==> src/rtl/hz_pkg.sv <==
// Shared hazard-control encodings and mult/div FSM state values.
package hz_pkg;

   typedef logic [1:0] hz_ctrl_t;

   localparam hz_ctrl_t HZ_NORMAL = 2'b00;
   localparam hz_ctrl_t HZ_FLUSH  = 2'b01;
   localparam hz_ctrl_t HZ_STALL  = 2'b10;

   localparam logic ST_IDLE = 1'b0;
   localparam logic ST_BUSY = 1'b1;

endpackage

==> src/rtl/md_stall_ctr.sv <==
// Tracks how long a mult/div op has occupied EX and raises MdStall
// for MD_LAT-1 cycles of each op.
module md_stall_ctr
   import hz_pkg::*;
#(
   parameter int MD_LAT = 4
) (
   input  logic clk,
   input  logic rst,
   input  logic ID_EX_MdOp,
   output logic MdStall
);

   localparam logic [3:0] CNT_INIT = (MD_LAT > 1) ? 4'(MD_LAT - 2) : 4'd0;
   localparam logic       MD_MULTI = (MD_LAT > 1);

   logic       state_q, state_d;
   logic [3:0] cnt_q, cnt_d;
   logic       start;

   assign start = (state_q == ST_IDLE) & ID_EX_MdOp & MD_MULTI;

   // Gated by rst so an asserted reset drops the stall in the same cycle.
   assign MdStall = rst & (start | ((state_q == ST_BUSY) & (cnt_q != 4'd0)));

   always_comb begin
      state_d = state_q;
      cnt_d   = cnt_q;
      if (state_q == ST_IDLE) begin
         if (start) begin
            state_d = ST_BUSY;
            cnt_d   = CNT_INIT;
         end
      end else begin
         // The release cycle ignores ID_EX_MdOp; a following op is taken from IDLE.
         if (cnt_q != 4'd0) begin
            cnt_d = cnt_q - 4'd1;
         end else begin
            state_d = ST_IDLE;
         end
      end
   end

   always_ff @(posedge clk or negedge rst) begin
      if (!rst) begin
         state_q <= ST_IDLE;
         cnt_q   <= 4'd0;
      end else begin
         state_q <= state_d;
         cnt_q   <= cnt_d;
      end
   end

endmodule

==> src/rtl/hazard_unit.sv <==
// Pipeline hazard controller: prioritised stall/flush codes for PC, IF/ID and
// ID/EX, plus saturating stall/flush performance counters.
module hazard_unit
   import hz_pkg::*;
#(
   parameter int MD_LAT = 4,
   parameter int CNT_W  = 16
) (
   input  logic             clk,
   input  logic             rst,
   input  logic [4:0]       IF_ID_RsAddr,
   input  logic [4:0]       IF_ID_RtAddr,
   input  logic             UseRs,
   input  logic             UseRt,
   input  logic             ID_Jump,
   input  logic             ID_EX_MemRd,
   input  logic [4:0]       ID_EX_RtAddr,
   input  logic             ID_EX_MdOp,
   input  logic             EX_BrTaken,
   input  logic             CntClr,
   output logic [1:0]       PC_HzCtrl,
   output logic [1:0]       IF_ID_HzCtrl,
   output logic [1:0]       ID_EX_HzCtrl,
   output logic             MdBusy,
   output logic [CNT_W-1:0] StallCnt,
   output logic [CNT_W-1:0] FlushCnt
);

   localparam logic [CNT_W-1:0] CNT_ONE = CNT_W'(1);
   localparam logic [CNT_W-1:0] CNT_MAX = '1;

   logic             md_stall;
   logic             load_use;
   logic [CNT_W-1:0] stall_cnt_q, stall_cnt_d;
   logic [CNT_W-1:0] flush_cnt_q, flush_cnt_d;

   md_stall_ctr #(.MD_LAT(MD_LAT)) u_md_stall_ctr (
      .clk        (clk),
      .rst        (rst),
      .ID_EX_MdOp (ID_EX_MdOp),
      .MdStall    (md_stall)
   );

   assign load_use = ID_EX_MemRd & (ID_EX_RtAddr != 5'd0) &
                     ((UseRs & (ID_EX_RtAddr == IF_ID_RsAddr)) |
                      (UseRt & (ID_EX_RtAddr == IF_ID_RtAddr)));

   always_comb begin
      PC_HzCtrl    = HZ_NORMAL;
      IF_ID_HzCtrl = HZ_NORMAL;
      ID_EX_HzCtrl = HZ_NORMAL;
      MdBusy       = 1'b0;
      if (EX_BrTaken) begin
         IF_ID_HzCtrl = HZ_FLUSH;
         ID_EX_HzCtrl = HZ_FLUSH;
      end else if (md_stall) begin
         PC_HzCtrl    = HZ_STALL;
         IF_ID_HzCtrl = HZ_STALL;
         ID_EX_HzCtrl = HZ_STALL;
         MdBusy       = 1'b1;
      end else if (load_use) begin
         // Freeze the front end and push a bubble into EX.
         PC_HzCtrl    = HZ_STALL;
         IF_ID_HzCtrl = HZ_STALL;
         ID_EX_HzCtrl = HZ_FLUSH;
      end else if (ID_Jump) begin
         IF_ID_HzCtrl = HZ_FLUSH;
      end
   end

   always_comb begin
      stall_cnt_d = stall_cnt_q;
      flush_cnt_d = flush_cnt_q;
      if (CntClr) begin
         stall_cnt_d = '0;
         flush_cnt_d = '0;
      end else begin
         if ((PC_HzCtrl == HZ_STALL) && (stall_cnt_q != CNT_MAX)) begin
            stall_cnt_d = stall_cnt_q + CNT_ONE;
         end
         if ((IF_ID_HzCtrl == HZ_FLUSH) && (flush_cnt_q != CNT_MAX)) begin
            flush_cnt_d = flush_cnt_q + CNT_ONE;
         end
      end
   end

   always_ff @(posedge clk or negedge rst) begin
      if (!rst) begin
         stall_cnt_q <= '0;
         flush_cnt_q <= '0;
      end else begin
         stall_cnt_q <= stall_cnt_d;
         flush_cnt_q <= flush_cnt_d;
      end
   end

   assign StallCnt = stall_cnt_q;
   assign FlushCnt = flush_cnt_q;

endmodule

==> config.mk <==
export PLATFORM = sky130hd
export DESIGN_NAME = hazard_unit
export DESIGN_NICKNAME = d
export VERILOG_FILES = /design/src/rtl/hz_pkg.sv /design/src/rtl/md_stall_ctr.sv /design/src/rtl/hazard_unit.sv
export SDC_FILE = /design/constraint.sdc
export NUM_CORES = 1
export LEC_CHECK = 0
export CORE_ASPECT_RATIO = 0.75
export CORE_MARGIN = 10
export CORE_UTILIZATION = 39
export DETAILED_ROUTE_END_ITERATION = 16
export GPL_ROUTABILITY_DRIVEN = 0
export PLACE_DENSITY = 0.68
export SETUP_SLACK_MARGIN = 0.02
export SLEW_MARGIN = 20
export SYNTH_ARGS = -nofsm -noshare
export SYNTH_HDL_FRONTEND = slang
export SYNTH_SLANG_ARGS = --single-unit
export TNS_END_PERCENT = 10
==> constraint.sdc <==
create_clock -name clk -period 3 [get_ports clk]
set_input_delay 0.45 -clock clk [delete_from_list [all_inputs] [get_ports clk]]
set_output_delay 0.45 -clock clk [all_outputs]
set_load 0.05 [all_outputs]
==> run metrics <==
status complete, no violations; CP Capture Type primary output; Initial DRT Pass Iterations 4; max-slew violation count 0; Unique masters post-synth 45; top cells by area, synth dfrtp_1 42%, xnor2_1 8.7%, nor2_1 4.6%; simple-gate share of the synthesized area 26.9%; pre-CTS setup slack 0.129 ns; Ant. Diodes 0; Worst Max-Slew Pin Slew 0.519 ns; Starting Density 40.8%; Port Buffer Count 61; post-layout min period 2.80 ns; Clk Latency, worst-skew pair 0.28 ns; RSZ-0062 raised after global routing no; length in cells of the worst reg-to-reg path 10; remaining antenna violation count after routing 0; Synth area leader dfrtp_1; Yosys Warn Count 0; pwr dens 467 nW/um^2; fill count 527; Finish-stage setup viols 0; grt total ovfl 0; top-count cell post-synth dfrtp_1; Syn-to-layout area delta 35.4%; Iter 0 DRT Violations 138; Vias/cell 5.29; CP max FO 3; TritonCTS clock tree yes; clk buf depth 2; ys flop type dfrtp_1; Core Area 5410 sq um; via count 2030; Hold Vio Cnt, Final 0; WP data arrival 2.35 ns; routed wire length 6060 um; layout cells sized above 1 11.7%; hold crit path type in2async; die height 85.2 um; mux cell area share after synthesis 1.93%; Total Routing Usage GR 13.4%; crit path kind in2out; max-cap viol count 0; part of the Yosys area used for sequential elements 41.9%; row count 23; DIE AREA 9110 sq um; initial antenna violation count 0; number of flops mapped to enable cells by yosys 0; final worst slack 0.203 ns; Routed wire per std cell 15.8 um; clock sink count 37; Slew headroom 65.3%; R2R Path Start u_md_stall_ctr.cnt_q[0]; Synth async-reset ratio 100%; DP HPWL 4590 um; synthesized area 2210 sq um; H-tree depth 2; final std cells w/o fill 384; Setup TNS 0 ns; drc violations 0; number of global-route vias before repair 1970; post-layout util 55.3%; Post-Synth Adder-Cell Area 2.27%; Final #Nets 336; leak pwr 1.17 nW; Root Driver clkbuf_8; Setup crit start kind input port; placed cell count 374; Final Power 1.40 mW; launch point of the worst path ID_EX_RtAddr[1]; largest net degree at the start of global routing 38; critical path data required time 2.55 ns; Die Wd 107 um; syn avg cell area 9.06 sq um; Ports 63; clk slew on worst S/H paths 0.07 ns; crit share post-route 93.2%; first-pass GRT wire length 10200 um; #FFs+latches synth 37; list of most frequent post-synthesis cells 37 x dfrtp_1, 27 x nor2_1, 22 x xnor2_1, 18 x nand2_1, 14 x a21oi_1; Yosys top cell area share 41.9%; Synth Instances 244; Setup Skew 0.00293 ns; Post-Synth XOR/XNOR Area 10.3%; Worst VDD drop 0.188 mV; Multi-input gate area 1200 sq um; f_max 357 MHz; Synth Area in Compound Gates 12.0%; CTS buffer count 5; largest family of logic cells by synthesized area simple AND/OR/NAND/NOR gates; register area 926 sq um; syn nets 272
[worst max-delay path, cell delays in order]
cell and delay, ns:
clkdlybuf4s50_1 0.49, or4_1 0.57, o21a_1 0.23, a31oi_2 0.20, inv_1 0.14, nor2_4 0.12, buf_12 0.14
[timing repair]
action                     in CTS  in global routing
resized for setup               0                  2
hold buffers                    0                  0
setup endpoints to repair       0                  3
buffers inserted                0                  2
[per-stage QoR]
stage,cell area (sq um),hold WS (ns)
final,2990,0.221
after CTS,2970,0.252
after global placement,2890,0.553
after floorplan,2220,0.154
after detailed placement,2890,0.555
after global routing,2990,0.263
[placed cells by master (no fill, tap or decap), drive strengths merged, types with 2 or more instances in the layout]
master	count
nand4	5
o31ai	3
or3	11
buf	15
inv	7
nand2	18
xnor2	22
or4	4
nor2b	4
nor3	8
mux2	2
clkdlybuf4s50	54
and3	7
nor2	27
nand2b	2
ha	4
nor4	6
a21oi	16
xor2	4
mux2i	2
o21ai	14
dfrtp	37
clkbuf	8
nor3b	3
nand3	12
o211ai	2
[logic make-up (layout without fill, tap and decap cells)]
logic type / after synthesis / in the layout
compound gates: 42 / 42
xor+xnor: 26 / 26
fa+ha+maj: 4 / 4
buf+inv: 19 / 84
flops: 37 / 37
mux: 4 / 4
other cells: 1 / 1
simple gates: 111 / 111
[sequential cells by signal, summed over array words and instances, names as in the netlist]
signal / cells
StallCnt: 16
u_md_stall_ctr.state_q: 1
u_md_stall_ctr.cnt_q: 4
FlushCnt: 16
[worst paths after layout]
check / slack (ns) / to
max: 0.20 / IF_ID_HzCtrl[0]
min: 0.22 / FlushCnt[13]
max reg2reg: 0.48 / StallCnt[11]
min reg2reg: 0.58 / StallCnt[4]
max in group asynchronous: 2.43 / u_md_stall_ctr.cnt_q[0]
min in group clk: 0.58 / StallCnt[4]
[area by class of cell]
class / count / area share (%)
inverter: 7 / 0.878
multi-input combinational: 188 / 40.2
sequential: 37 / 30.9
timing repair buffer: 69 / 22.2
clock buffer: 8 / 2.68
tap: 75 / 3.14
[power breakdown]
part           switching [mW]  total, mW  internal [mW]
logic                   0.266      0.470          0.204
clock network           0.168      0.333          0.165
registers              0.0547      0.596          0.541
total                   0.489       1.40          0.910
[layer usage]
metal  track usage, %  vias up  wire (um)
li1                 -      986          -
met1             18.7      972       3040
met2             20.1       68       2630
met3             3.63        4        353
met4             2.94        0         34
met5                0        -          0
Power figures use the tool's default switching activity.
